### config.mk
export PLATFORM = sky130hd
export DESIGN_NAME = arbitro_rr_8_32
export DESIGN_NICKNAME = d
export VERILOG_FILES = /design/src/rtl/arbitro_rr_8_32.sv
export SDC_FILE = /design/constraint.sdc
export NUM_CORES = 1
export LEC_CHECK = 0
export CORE_UTILIZATION = 35
export DETAILED_ROUTE_END_ITERATION = 7
export GPL_ROUTABILITY_DRIVEN = 0
export HOLD_SLACK_MARGIN = 0.06
export PLACE_DENSITY = 0.75
export REMOVE_ABC_BUFFERS = 1
export SLEW_MARGIN = 25
export SYNTH_ARGS = -nofsm -noshare
export SYNTH_HDL_FRONTEND = slang
export SYNTH_SLANG_ARGS = --single-unit
### constraint.sdc
create_clock -name clk_4f -period 1.6 [get_ports clk_4f]
set_input_delay 0.16 -clock clk_4f [delete_from_list [all_inputs] [get_ports clk_4f]]
set_output_delay 0.16 -clock clk_4f [all_outputs]
set_load 0.005 [all_outputs]
### src/rtl/arbitro_rr_8_32.sv
// Round-robin burst arbiter feeding the 8->32 serial-to-parallel converter.
// Each grant lasts exactly BURST_LEN bytes, so every assembled word comes from one lane.
module arbitro_rr_8_32 #(
  parameter  int NUM_REQ   = 4,
  parameter  int DATA_W    = 8,
  parameter  int BURST_LEN = 4,
  localparam int LW        = $clog2(NUM_REQ),
  localparam int CW        = (BURST_LEN > 1) ? $clog2(BURST_LEN) : 1
) (
  input  logic                        clk_4f,
  input  logic                        reset,
  input  logic [NUM_REQ-1:0]          req,
  input  logic [NUM_REQ*DATA_W-1:0]   data_req,
  output logic [NUM_REQ-1:0]          pop,
  output logic [NUM_REQ-1:0]          grant,
  output logic                        valid_out,
  output logic [DATA_W-1:0]           data_out,
  output logic [LW-1:0]               lane_out,
  output logic                        word_start,
  output logic                        busy
);

  typedef enum logic {IDLE, BURST} state_t;

  state_t                    state_q, state_d;
  logic [CW-1:0]             cnt_q, cnt_d;
  logic [LW-1:0]             rr_last_q, rr_last_d;
  logic [NUM_REQ-1:0]        grant_q, grant_d;
  logic                      valid_q, valid_d;
  logic [DATA_W-1:0]         data_q, data_d;
  logic [LW-1:0]             lane_q, lane_d;
  logic                      ws_q, ws_d;

  logic [NUM_REQ-1:0][DATA_W-1:0] lane_data;
  logic [LW-1:0]                  pick;
  logic [NUM_REQ-1:0]             pick_oh;
  logic                           cnt_last;

  for (genvar g = 0; g < NUM_REQ; g++) begin : g_lane
    assign lane_data[g] = data_req[g*DATA_W +: DATA_W];
  end

  // Scan from the farthest offset down so the nearest requester after rr_last wins;
  // offset NUM_REQ wraps to rr_last itself, which is therefore searched last.
  always_comb begin
    logic [LW-1:0] idx;
    pick = rr_last_q;
    for (int off = NUM_REQ; off >= 1; off--) begin
      idx = rr_last_q + LW'(off);
      if (req[idx]) pick = idx;
    end
  end

  always_comb begin
    pick_oh       = '0;
    pick_oh[pick] = 1'b1;
  end

  assign cnt_last = (cnt_q == CW'(BURST_LEN - 1));

  always_comb begin
    state_d   = state_q;
    cnt_d     = cnt_q;
    rr_last_d = rr_last_q;
    grant_d   = grant_q;
    valid_d   = valid_q;
    data_d    = data_q;
    lane_d    = lane_q;
    ws_d      = ws_q;
    case (state_q)
      IDLE: begin
        valid_d = 1'b0;
        ws_d    = 1'b0;
        grant_d = '0;
        if (|req) begin
          grant_d   = pick_oh;
          rr_last_d = pick;
          cnt_d     = '0;
          state_d   = BURST;
        end
      end
      BURST: begin
        // rr_last_q always holds the current owner while bursting
        data_d  = lane_data[rr_last_q];
        lane_d  = rr_last_q;
        valid_d = 1'b1;
        ws_d    = (cnt_q == '0);
        if (!cnt_last) begin
          cnt_d = cnt_q + CW'(1);
        end else if (|req) begin
          grant_d   = pick_oh;
          rr_last_d = pick;
          cnt_d     = '0;
        end else begin
          grant_d = '0;
          cnt_d   = '0;
          state_d = IDLE;
        end
      end
      default: state_d = IDLE;
    endcase
  end

  always_ff @(posedge clk_4f or posedge reset) begin
    if (reset) begin
      state_q   <= IDLE;
      cnt_q     <= '0;
      rr_last_q <= LW'(NUM_REQ - 1);
      grant_q   <= '0;
      valid_q   <= 1'b0;
      data_q    <= '0;
      lane_q    <= '0;
      ws_q      <= 1'b0;
    end else begin
      state_q   <= state_d;
      cnt_q     <= cnt_d;
      rr_last_q <= rr_last_d;
      grant_q   <= grant_d;
      valid_q   <= valid_d;
      data_q    <= data_d;
      lane_q    <= lane_d;
      ws_q      <= ws_d;
    end
  end

  assign pop        = (state_q == BURST) ? grant_q : '0;
  assign grant      = grant_q;
  assign valid_out  = valid_q;
  assign data_out   = data_q;
  assign lane_out   = lane_q;
  assign word_start = ws_q;
  assign busy       = (state_q == BURST);

endmodule

==> results.toml, run 1 <==
[sta]
post-route-period-util_pct = 99.2
final-setup-viol-count = 0
slew_violations = 0
hold_viol_final = 0
hold-worst-slack_ns = 0.183
fin_tns_setup_ns = 0
rsz0062_at_grt = "yes"
worst_slew_pin_slew_ns = 0.396
fmax_ghz = 0.630
skew_ns = 0.00171
fin_crit_ns = 1.59
fin_ws_ns = 0.0122
relSlewSlack_pct = 73.5

[synthesis]
yosysSeqAreaShare_pct = 45.7
yosysWarnings = 0
synth.area.top_cells = "dfrtp_1 41%, mux4_2 14%, mux2_4 9.1%, dfstp_2 4.5%, mux2_2 2.9%"
syn_avg_cell_area_sq_um = 13.1
syn_inst = 88
synth_seq_cells = 21
synth_cell_types = 29
yosysTopAreaCell = "dfrtp_1"
syn_area_sq_um = 1160
synth_top_area_share_pct = 41.1

[floorplan]
die_y_microns = 59.5
std_cell_rows = 20
die_x_microns = 59.5
core-area_sq_um = 3100
ios = 59
die_area_sq_um = 3540
initial_utilization_pct = 37.3

[drt]
drt-total-wl_mm = 2.67
via_per_inst = 4.77
first_pass_iters = 2
routedWlPerCell_microns = 13.1
vias = 968
ant_nets = 0
drt_iter0_drc = 26
drc = 0

[final_layout]
drive_gt1_share_pct = 26.4
nNetsFinal = 200
synthToLayoutAreaGrowth_pct = 68.0
register_area_sq_um = 529
antenna_cells = 0
multi_input_area_sq_um = 593
stdcell_count = 203
fillCellCount = 276

[setup_path]
critPathMaxFanout = 8
critPathArrivalTime_ns = 1.78
crit_type = "reg2reg"
critPathLaunchType = "flip-flop"
crit-reg2reg-launch = "rr_last_q[0]"
slowest_stage = "dfstp_2"
critPathTopFamily = "multiplexers"
worstSetupStartpoint = "rr_last_q[0]"
endpoint_kind = "flip-flop"
critPathBufInv = 1
slowest_delay_ns = 0.58
worstPathCellList = "buf_6 -> mux4_2 -> mux2_4"
cp.required_ns = 1.79

[status]
status = "complete, no violations"

[clocking]
cts_root_buf = "clkbuf_4"
cts_max_path_buffers = 2
cts_buffers = 3
clk_pin_slew_worst_paths_ns = 0.12
clock_sinks = 21
cts.hold.buffers_added = 0
cts_max_level = 1
cts_tree = "yes"
worstSkewPairLatency_ns = 0.29

[global_routing]
grt_max_degree = 22
antenna_found_initial = 0
track_usage_pct = 15.7
grt_pass1_vias = 960
grt_pass1_wl_mm = 4.11
overflow = 0

[power_and_ir_drop]
finalPower_w = 0.00293
p_leak_nw = 0.856
cellPowerDensity_nw_per_um2 = 1510
ir_drop_v = 0.000559

[job]
cap_violations = 0

[placed_design]
dp_hpwl_mm = 2.04
place_ws_ns = -0.0296
port_buffers = 58
dpl.cell_count = 193

[worst_hold_path]
hold_path.class = "in2async"
==> placed cells by master (no fill, tap or decap), drive strengths merged <==
cell	instances
nor2b	1
a31oi	1
clkdlybuf4s50	56
or2b	2
nor4	1
o21ai	4
ha	2
mux2i	2
mux4	8
nor3b	1
clkbuf	4
nor2	3
nand2	8
buf	14
nand2b	2
nor3	2
a21o	1
mux2	10
a32o	2
dlymetal6s2s	2
a21oi	2
dfstp	2
inv	4
and2	5
nand3b	1
dfrtp	19
==> per-layer routing <==
layer	vias up	GRT usage, %	wire length, microns
met4	0	5.10	19
met5	-	0	0
met3	2	3.28	198
li1	459	-	-
met1	470	19.0	1150
met2	37	27.4	1300
==> tightest hold or removal path: cells and delay by family <==
kind | cells | cell delay (ns)
buffers and inverters | 3 | 0.71
==> synth_stat cells <==
master	n
mux2i_1	2
nor2_1	3
a31oi_1	1
a32o_1	2
buf_2	2
inv_1	4
nor3_2	1
or2b_1	2
dfrtp_1	19
nor4_2	1
nor3_1	1
mux2_4	7
buf_4	1
dfstp_2	2
nand2b_1	2
buf_6	1
mux4_1	1
nor3b_1	1
and2_1	5
mux2_2	3
nand2_1	8
nor2b_1	1
o21ai_0	4
a21o_1	1
nand3b_1	1
a21oi_1	2
mux4_2	7
buf_1	1
ha_1	2
==> final timing paths <==
path	slack, ns	end	cells past startpoint
worst min-delay path	0.18	data_out[1]	3
worst max-delay path	0.01	data_out[2]	3
max in group asynchronous	1.14	rr_last_q[1]	3
min in group clk_4f	0.51	valid_out	0
worst min register to register	0.51	valid_out	0
worst max register to register	0.01	data_out[2]	3
==> power breakdown <==
group / internal (W) / total (W) / switching [W]
Clock: 0.0000969 / 0.000255 / 0.000158
Sequential: 0.000789 / 0.000958 / 0.000169
Combinational: 0.00117 / 0.00172 / 0.000547
Total: 0.00206 / 0.00293 / 0.000874
==> area by class of cell <==
| type | instances | share of cell area (%) |
|---|---|---|
| Multi-Input combinational cell | 58 | 30.5 |
| Clock buffer | 4 | 1.35 |
| Timing Repair Buffer | 72 | 37.2 |
| Sequential cell | 21 | 27.3 |
| Tap cell | 44 | 2.84 |
| Inverter | 4 | 0.773 |
==> logic make-up after synthesis <==
| group | synth area share (%) |
|---|---|
| mux | 29.7 |
| buf+inv | 4.11 |
| compound gates | 5.52 |
| flops | 45.7 |
| simple gates | 12.9 |
| fa+ha+maj | 2.16 |
==> timing repair <==
| action | 4_1_cts | 5_1_grt |
|---|---|---|
| endpoints found under the setup margin | 9 | 14 |
| gates resized for setup | 5 | 4 |
| setup buffers | 4 | 2 |
| pin swaps | 0 | 1 |
==> flip-flops by register name, summed over array words and instances, names as in the netlist <==
signal      flops
busy            1
cnt_q           2
data_out        8
grant           4
lane_out        2
rr_last_q       2
valid_out       1
word_start      1
==> per-stage QoR <==
stage / utilization, % / area, sq um
2_1_floorplan: - / 1120
3_3_place_gp: 59.0 / 1830
3_5_place_dp: 59.0 / 1830
4_1_cts: 61.7 / 1920
5_1_grt: 62.6 / 1940
6_report: 62.6 / 1940
No activity file was read; power rests on OpenSTA's default activity.
==> inputs of run 2 (changes only) <==
Settings changed: CORE_UTILIZATION 35 to 42, PLACE_DENSITY 0.75 to 0.84, SETUP_SLACK_MARGIN set to 0.1.
Clock period 1.6 ns to 2 ns, I/O delays scaled along.
==> results.toml, run 2 (synthesized netlist as in run 1, its figures left out) <==
[final_layout]
synthToLayoutAreaGrowth_pct = 54.2
final_common_cell = "clkdlybuf4s50_1"
nNetsFinal = 188
fin_util_pct = 70.1
final_area_sq_um = 1780
largest_reg_flops = 8
mostFrequentLayoutCells = "58 x clkdlybuf4s50_1, 19 x dfrtp_1, 8 x nand2_1"
antenna_cells = 0
drive_gt1_share_pct = 17.7

[setup_path]
critPathMaxFanout = 14
worstReg2RegEnd = "data_out[7]"
cp.required_ns = 2.20
critPathTopFamily = "multiplexers"
ff2ff_path_depth = 2
slowest_stage = "dfstp_2"
critPathBufInv = 0
worstPathCellList = "mux4_1 -> mux2_2"
critPathArrivalTime_ns = 1.95
crit-reg2reg-launch = "rr_last_q[0]"
critPathLaunchType = "flip-flop"
crit_type = "reg2reg"
endpoint_kind = "flip-flop"
slowest_delay_ns = 0.78
rrSetupSlack_ns = 0.25

[status]
status = "complete, no violations"

[clocking]
cts_root_buf = "clkbuf_4"
clk_pin_slew_worst_paths_ns = 0.12
cts_buffers = 3
worstSkewPairLatency_ns = 0.30
cts_max_path_buffers = 2
cts_max_level = 1
clock_sinks = 21
cts_resized = 0
cts_tree = "yes"
postCtsSetupBuffers = 0
cts.hold.buffers_added = 0

[sta]
hold-worst-slack_ns = 0.325
final-setup-viol-count = 0
fin_ws_ns = 0.248
post-route-period-util_pct = 87.6
relSlewSlack_pct = 49.1
fin_crit_ns = 1.75
fin_tns_setup_ns = 0
worst_slew_pin_slew_ns = 0.763
fmax_ghz = 0.571
hold_viol_final = 0
slew_violations = 0
skew_ns = 0.00230
rsz0062_at_grt = "no"

[global_routing]
track_usage_pct = 20.9
antenna_found_initial = 0
grt_max_degree = 22
overflow = 0
grt_pass1_wl_mm = 4.18
grt_pass1_vias = 932

[job]
cap_violations = 0

[drt]
first_pass_iters = 4
drc = 0
routedWlPerCell_microns = 14.9
via_per_inst = 5.14
drt-total-wl_mm = 2.63
ant_nets = 0
drt_iter0_drc = 6
vias = 909

[placed_design]
port_buffers = 58
postPlaceCellArea_sq_um = 1760
place_ws_ns = 0.259
dp_hpwl_mm = 2.10

[floorplan]
ios = 59
core-area_sq_um = 2540
die_x_microns = 54.5
die_area_sq_um = 2970
std_cell_rows = 18
die_y_microns = 54.5
initial_utilization_pct = 45.4

[worst_hold_path]
hold_path.class = "in2async"

[power_and_ir_drop]
cellPowerDensity_nw_per_um2 = 1210
ir_drop_v = 0.000712
p_leak_nw = 0.757
[run 2: cell count changes in the layout (fill, tap and decap cells not counted), sizes merged]
cell	change
dlymetal6s2s	-2
clkdlybuf4s50	+2
buf	-12
[run 2: where the power goes]
part           internal (W)  switching, W
Clock             0.0000776      0.000126
Combinational      0.000767      0.000333
Sequential         0.000634      0.000223
[run 2: cell type report]
class,instances,area (sq um)
Tap cell,30,37.5
Fill cell,177,762
Multi-Input combinational cell,58,581
Timing Repair Buffer,60,596
Clock buffer,4,26.3
Sequential cell,21,528
Inverter,4,15.0
[run 2: per-layer routing]
metal  track usage [%]  part of all wire, %  up-vias  routed length [microns]
met2              39.6                   56       34                     1460
met3              3.89                  5.7        2                      149
met4              10.3                  1.0        0                       27
met5                 0                    0        -                        0
met1              21.7                   38      435                      992
li1                  -                    -      438                        -
[run 2: worst max path at each step]
stage                             from          end  slack [ns]  cells past startpoint
after floorplan           rr_last_q[0]  data_out[7]        0.37                      2
after global placement    rr_last_q[0]  data_out[7]        0.30                      2
after detailed placement  rr_last_q[0]  data_out[7]        0.26                      2
after CTS                 rr_last_q[0]  data_out[7]        0.24                      2
after global routing      rr_last_q[0]  data_out[7]        0.17                      2
final                     rr_last_q[0]  data_out[7]        0.25                      2
[run 2: stage by stage]
stage	power, W	std cells
2_1_floorplan	0.00139	83
3_3_place_gp	0.00191	173
3_5_place_dp	0.00197	173
4_1_cts	0.00218	177
5_1_grt	0.00232	177
6_report	0.00216	177
